**src/rtl/debug_cmd_unit_pkg.sv**
```systemverilog
// Shared definitions for the debug command unit: FSM encoding and the
// command/response byte values of the serial debug protocol.
package debug_cmd_unit_pkg;

  typedef enum logic [2:0] {
    StIdle,
    StGetAddr,
    StGetData,
    StExec,
    StSend,
    StWaitTx
  } state_e;

  localparam logic [7:0] CmdAck    = 8'h61;  // 'a'
  localparam logic [7:0] CmdStatus = 8'h73;  // 's'
  localparam logic [7:0] CmdRead   = 8'h72;  // 'r'
  localparam logic [7:0] CmdWrite  = 8'h77;  // 'w'
  localparam logic [7:0] RespAck   = 8'h70;  // 'p'
  localparam logic [7:0] RespOk    = 8'h6B;  // 'k'
  localparam logic [7:0] RespErr   = 8'h3F;  // '?'

endpackage

```
**src/rtl/arg_timer.sv**
```systemverilog
// Inactivity timer for argument bytes: counts up from a restart and flags
// expiry once ARG_TIMEOUT-1 cycles have elapsed, holding there until restarted.
module arg_timer #(
  parameter int unsigned ARG_TIMEOUT = 100000
) (
  input  logic clk,
  input  logic reset,
  input  logic restart,
  output logic expired
);

  localparam int unsigned CntW = (ARG_TIMEOUT > 1) ? $clog2(ARG_TIMEOUT) : 1;
  localparam logic [CntW-1:0] Last = CntW'(ARG_TIMEOUT - 1);

  logic [CntW-1:0] cnt_q, cnt_d;

  always_comb begin
    cnt_d = cnt_q;
    if (restart) begin
      cnt_d = '0;
    end else if (cnt_q != Last) begin
      cnt_d = cnt_q + CntW'(1);
    end
  end

  always_ff @(posedge clk) begin
    if (reset) begin
      cnt_q <= '0;
    end else begin
      cnt_q <= cnt_d;
    end
  end

  assign expired = (cnt_q == Last);

endmodule

```
**src/rtl/debug_cmd_unit.sv**
```systemverilog
// Byte-oriented debug command interpreter: decodes commands from a UART
// receiver, reads/writes a small register file and sends one response byte.
module debug_cmd_unit
  import debug_cmd_unit_pkg::*;
#(
  parameter int unsigned DATA_W      = 8,
  parameter int unsigned NREGS       = 4,
  parameter int unsigned ARG_TIMEOUT = 100000
) (
  input  logic                    clk,
  input  logic                    reset,
  input  logic [DATA_W-1:0]       rx_dato_out,
  input  logic                    rx_done,
  input  logic                    tx_done,
  output logic [DATA_W-1:0]       tx_dato_in,
  output logic                    tx_start,
  output logic [NREGS*DATA_W-1:0] reg_file,
  output logic                    busy
);

  localparam logic [DATA_W-1:0] CAck    = DATA_W'(CmdAck);
  localparam logic [DATA_W-1:0] CStatus = DATA_W'(CmdStatus);
  localparam logic [DATA_W-1:0] CRead   = DATA_W'(CmdRead);
  localparam logic [DATA_W-1:0] CWrite  = DATA_W'(CmdWrite);
  localparam logic [DATA_W-1:0] RAck    = DATA_W'(RespAck);
  localparam logic [DATA_W-1:0] ROk     = DATA_W'(RespOk);
  localparam logic [DATA_W-1:0] RErr    = DATA_W'(RespErr);
  localparam logic [DATA_W:0]   NRegsW  = (DATA_W + 1)'(NREGS);

  state_e                       state_q, state_d;
  logic [DATA_W-1:0]            cmd_q, cmd_d;
  logic [DATA_W-1:0]            addr_q, addr_d;
  logic [DATA_W-1:0]            data_q, data_d;
  logic                         args_ok_q, args_ok_d;
  logic [DATA_W-1:0]            tx_data_q, tx_data_d;
  logic [DATA_W-1:0]            ovr_q, ovr_d;
  logic [NREGS-1:0][DATA_W-1:0] regs_q, regs_d;

  logic              timer_restart;
  logic              timer_expired;
  logic              addr_ok;
  logic [DATA_W-1:0] rd_data;
  logic              ovr_inc;
  logic              ovr_clr;

  // The timer only runs while waiting for an argument byte.
  assign timer_restart = rx_done || !((state_q == StGetAddr) || (state_q == StGetData));

  arg_timer #(
    .ARG_TIMEOUT(ARG_TIMEOUT)
  ) u_arg_timer (
    .clk    (clk),
    .reset  (reset),
    .restart(timer_restart),
    .expired(timer_expired)
  );

  // Full-width compare: out-of-range addresses never alias onto a register.
  assign addr_ok = ({1'b0, addr_q} < NRegsW);

  always_comb begin
    rd_data = '0;
    for (int unsigned i = 0; i < NREGS; i++) begin
      if (addr_q == DATA_W'(i)) begin
        rd_data = regs_q[i];
      end
    end
  end

  always_comb begin
    state_d   = state_q;
    cmd_d     = cmd_q;
    addr_d    = addr_q;
    data_d    = data_q;
    args_ok_d = args_ok_q;
    tx_data_d = tx_data_q;
    regs_d    = regs_q;

    unique case (state_q)
      StIdle: begin
        if (rx_done) begin
          cmd_d     = rx_dato_out;
          args_ok_d = 1'b0;
          state_d   = StExec;
        end
      end
      StGetAddr: begin
        if (rx_done) begin
          addr_d = rx_dato_out;
          if (cmd_q == CWrite) begin
            state_d = StGetData;
          end else begin
            args_ok_d = 1'b1;
            state_d   = StExec;
          end
        end else if (timer_expired) begin
          tx_data_d = RErr;
          state_d   = StSend;
        end
      end
      StGetData: begin
        if (rx_done) begin
          data_d    = rx_dato_out;
          args_ok_d = 1'b1;
          state_d   = StExec;
        end else if (timer_expired) begin
          tx_data_d = RErr;
          state_d   = StSend;
        end
      end
      StExec: begin
        // EXEC both decodes a fresh command and completes one whose arguments arrived.
        state_d = StSend;
        if (cmd_q == CAck) begin
          tx_data_d = RAck;
        end else if (cmd_q == CStatus) begin
          tx_data_d = ovr_q;
        end else if ((cmd_q == CRead) || (cmd_q == CWrite)) begin
          if (!args_ok_q) begin
            state_d = StGetAddr;
          end else if (!addr_ok) begin
            tx_data_d = RErr;
          end else if (cmd_q == CRead) begin
            tx_data_d = rd_data;
          end else begin
            for (int unsigned i = 0; i < NREGS; i++) begin
              if (addr_q == DATA_W'(i)) begin
                regs_d[i] = data_q;
              end
            end
            tx_data_d = ROk;
          end
        end else begin
          tx_data_d = RErr;
        end
      end
      StSend: begin
        state_d = StWaitTx;
      end
      StWaitTx: begin
        if (tx_done) begin
          state_d = StIdle;
        end
      end
      default: begin
        state_d = StIdle;
      end
    endcase
  end

  // Bytes arriving while a command is being executed or answered are dropped.
  assign ovr_inc = rx_done &&
                   ((state_q == StExec) || (state_q == StSend) || (state_q == StWaitTx));
  assign ovr_clr = (state_q == StSend) && (cmd_q == CStatus);

  always_comb begin
    ovr_d = ovr_q;
    if (ovr_clr) begin
      ovr_d = ovr_inc ? DATA_W'(1) : '0;
    end else if (ovr_inc && (ovr_q != '1)) begin
      ovr_d = ovr_q + DATA_W'(1);
    end
  end

  always_ff @(posedge clk) begin
    if (reset) begin
      state_q   <= StIdle;
      cmd_q     <= '0;
      addr_q    <= '0;
      data_q    <= '0;
      args_ok_q <= 1'b0;
      tx_data_q <= '0;
      ovr_q     <= '0;
      regs_q    <= '0;
    end else begin
      state_q   <= state_d;
      cmd_q     <= cmd_d;
      addr_q    <= addr_d;
      data_q    <= data_d;
      args_ok_q <= args_ok_d;
      tx_data_q <= tx_data_d;
      ovr_q     <= ovr_d;
      regs_q    <= regs_d;
    end
  end

  assign tx_dato_in = tx_data_q;
  assign tx_start   = (state_q == StSend);
  assign busy       = (state_q != StIdle);
  assign reg_file   = regs_q;

endmodule
```
**config.mk**
```make
export PLATFORM = sky130hd
export DESIGN_NAME = debug_cmd_unit
export DESIGN_NICKNAME = d
export VERILOG_FILES = /design/src/rtl/debug_cmd_unit_pkg.sv /design/src/rtl/arg_timer.sv /design/src/rtl/debug_cmd_unit.sv
export SDC_FILE = /design/constraint.sdc
export NUM_CORES = 1
export LEC_CHECK = 0
export ABC_AREA = 0
export BUFFER_PORTS_ARGS = -buffer_cell sky130_fd_sc_hd__buf_2
export CAP_MARGIN = 20
export CORE_MARGIN = 4
export CORE_UTILIZATION = 34
export DETAILED_ROUTE_END_ITERATION = 10
export PLACE_DENSITY = 0.62
export SYNTH_ARGS = -nofsm -noshare
export SYNTH_HDL_FRONTEND = slang
export SYNTH_SLANG_ARGS = --single-unit
```
**constraint.sdc**
```tcl
create_clock -name clk -period 1.8 [get_ports clk]
set_input_delay 0.09 -clock clk [delete_from_list [all_inputs] [get_ports clk]]
set_output_delay 0.09 -clock clk [all_outputs]
set_load 0.005 [all_outputs]
```
==> run_results.csv <==
group,metric,value,unit
run_status,status,"finished with violations",
run_status,violations,"negative setup slack",
power_and_ir_drop,power_density,821,nW/um^2
layout,syn2layout_area_growth,29.9,%
clock_network,holdBufCountCts,0,
worst_setup_path,rr_endpoint,"reg_file[1]$_SDFFE_PP0P_",
clock_network,clock_path_buffers,2,
place,numPortBuffers,53,
layout,fillerInstances,1185,
sta,max_freq,0.525,GHz
detailed_routing,drt_pass1_iterations,5,
layout,seq_area,1860,sq um
global_routing,antenna_found_initial,0,
global_routing,grt_pass1_vias,3616,
worst_setup_path,required,2.03,ns
layout,layout.nets,581,
sta,slew_headroom,0.610,
floorplan,die_area,14200,sq um
worst_setup_path,cp-start-kind,"flip-flop",
layout,multiInputGateArea,2350,sq um
layout,stdcell_count,740,
logic_synthesis,synth_edf_count,0,
worst_setup_path,crit_fanout,4,
clock_network,cts_num_sinks,93,
logic_synthesis,netlist_area,4210,sq um
global_routing,grt_use_total,0.156,
worst_setup_path,endpoint_kind,"flip-flop",
floorplan,die_y,119,um
power_and_ir_drop,p_total,4.49,mW
logic_synthesis,syn_nets,488,
worst_setup_path,reg2reg_slack,-0.10,ns
power_and_ir_drop,leakage,2.26,nW
sta,finalHoldViolations,0,
floorplan,io_pins,54,
min_path,whs_path_depth,3,
logic_synthesis,ys_warn_count,0,
sta,setup_viol,25,
layout,layout-drive-gt1-share,0.278,
sta,drv_slew,0,
detailed_routing,vias,3734,
detailed_routing,postRouteAntennaNets,0,
place,pre_cts_slack,-0.153,ns
min_path,holdPathEnd,"addr_q[1]$_SDFFE_PP0P_",
logic_synthesis,async_flop_share,0,
layout,diodes,0,
min_path,hold_class,"input port to flip-flop",
detailed_routing,vias_per_cell,5.05,
floorplan,die_width,119,um
clock_network,cts-buffers-inserted,9,
detailed_routing,wl,11200,um
logic_synthesis,syn_inst,474,
global_routing,grt_overflow_total,0,
place,hpwl,8300,um
sta,setup_slack,-0.104,ns
clock_network,worstSkewPairLatency,0.34,ns
sta,rsz0062_at_grt,"yes",
logic_synthesis,ys.flop_type,"dfxtp_1",
detailed_routing,drtIter0Drc,221,
logic_synthesis,synth.distinct_cells,57,
global_routing,grt_max_degree,40,
logic_synthesis,synth-seq-cells,93,
detailed_routing,drt-wirelength-per-cell,15.2,um
clock_network,clk_pin_slew,0.07,ns
min_path,worstHoldStart,"rx_dato_out[1]",
worst_setup_path,critPathArrivalTime,2.13,ns
global_routing,grt_pass1_wl,18100,um
sta,tns,-1.28,ns
sta,tightest_slew,0.585,ns
worst_setup_path,crit_type,"flip-flop to flip-flop",
sta,fin_worst_skew,0.0102,ns
place,dpl_cell_area,4970,sq um
floorplan,rows,40,
run,max_cap_viol_count,0,
logic_synthesis,syn_area_per_cell,8.89,sq um
power_and_ir_drop,vdd_drop_max,0.373,mV
logic_synthesis,yosysSeqAreaShare,0.442,
detailed_routing,drc,0,
layout,final_cell_area,5470,sq um
sta,fin_crit_sh,1.06,
place,gp_congestion,0.821,
sta,period_needed,1.90,ns
floorplan,initial_core_util,0.349,
place,dp_cells,722,
clock_network,root_buffer,"clkbuf_16",
floorplan,coreArea,12100,sq um
worst_setup_path,r2r_cells,6,
worst_setup_path,r2r-start,"addr_q[3]$_SDFFE_PP0P_",
clock_network,tritoncts,"yes",
clock_network,htree_levels,3,
## routing by layer
metal / up-vias / GRT usage / routed length, um
li1: 1870 / - / -
met1: 1779 / 0.215 / 5380
met2: 69 / 0.247 / 5260
met3: 16 / 0.0309 / 400
met4: 0 / 0.0508 / 190
met5: - / 0 / 0
## flip-flops by register name (all words and copies together), names as in the netlist
register and cells:
cmd_q 8, args_ok_q 1, addr_q 8, tx_dato_in 8, ovr_q 8, data_q 8
state_q 3, reg_file 32, u_arg_timer.cnt_q 17
## worst max-delay path: stages, from the launching register on
cell      delay (ns)
dfxtp_1         0.31
or4_4           0.57
nor4_4          0.21
and4bb_1        0.29
buf_4           0.16
mux2i_1         0.19
nor2_1          0.05
## final cells by class
class | instances | share of cell area
repair buffers | 106 | 0.125
clock inverters | 6 | 0.0144
inverters | 15 | 0.0103
well taps | 168 | 0.0384
multi-input cells | 342 | 0.430
clock buffers | 10 | 0.0418
flip-flops and latches | 93 | 0.341
## repair_timing
action,4_1_cts,5_1_grt
resized for setup,11,31
endpoints found under the hold margin,0,0
pin swaps,2,3
endpoints found under the setup margin,34,49
buffers inserted,1,1
## cells by family (layout without fill, tap and decap cells)
family / Yosys count / in the layout / share of synthesized area
AO/OA/AOI/OAI: 70 / 70 / 0.113
XOR/XNOR: 19 / 19 / 0.0395
adder cells (fa/ha/maj): 2 / 2 / 0.00594
buffers and inverters: 39 / 137 / 0.0383
flip-flops: 93 / 93 / 0.442
multiplexers: 48 / 48 / 0.120
AND/OR/NAND/NOR: 203 / 203 / 0.242
## synth_stat cells (4+ instances only)
cell	count	share of area
nand3_1	10	0.012
a221oi_1	7	0.015
nor4_1	8	0.012
xnor2_1	8	0.017
or4_1	4	0.0071
and3b_1	4	0.0083
clkbuf_1	17	0.015
o21ai_0	12	0.014
xor2_1	11	0.023
buf_2	6	0.0071
nor2_1	75	0.067
inv_1	15	0.013
nand2_1	55	0.049
or3_1	4	0.0059
nand4_1	5	0.0074
a21oi_1	26	0.031
and3_1	5	0.0074
nor2b_1	5	0.0074
mux2i_1	46	0.11
dfxtp_1	93	0.44
## how the worst max path moves through the flow
stage,slack (ns),start,end
after CTS,-0.08,addr_q[3]$_SDFFE_PP0P_,reg_file[1]$_SDFFE_PP0P_
after floorplan,-0.05,addr_q[2]$_SDFFE_PP0P_,reg_file[6]$_SDFFE_PP0P_
after global routing,-0.17,addr_q[3]$_SDFFE_PP0P_,reg_file[0]$_SDFFE_PP0P_
final,-0.10,addr_q[3]$_SDFFE_PP0P_,reg_file[1]$_SDFFE_PP0P_
after detailed placement,-0.15,cmd_q[3]$_SDFFE_PP0P_,tx_dato_in[1]$_SDFFE_PP0P_
after global placement,-0.09,cmd_q[3]$_SDFFE_PP0P_,tx_dato_in[5]$_SDFFE_PP0P_
## placed cells by master (no fill, tap or decap), drive strengths merged, types with 10 or more instances in the layout
| master | count |
|---|---|
| a21oi | 26 |
| clkbuf | 10 |
| nand2 | 55 |
| nand3 | 10 |
| xor2 | 11 |
| inv | 18 |
| mux2i | 46 |
| o21ai | 13 |
| nor2 | 76 |
| buf | 106 |
| dfxtp | 93 |
## where the power goes
part | leakage [nW] | switching (mW) | internal (mW)
clock network | 0.151 | 0.861 | 1.11
registers | 0.753 | 0.0480 | 2.10
logic | 1.36 | 0.222 | 0.152
## through the flow
step / util / hold slack [ns]
after floorplan: - / 0.226
after CTS: 0.443 / 0.00936
after global placement: 0.412 / 0.368
final: 0.454 / 0.0176
after global routing: 0.454 / 0.0141
after detailed placement: 0.412 / 0.373
(Power assumes the default switching activity.)
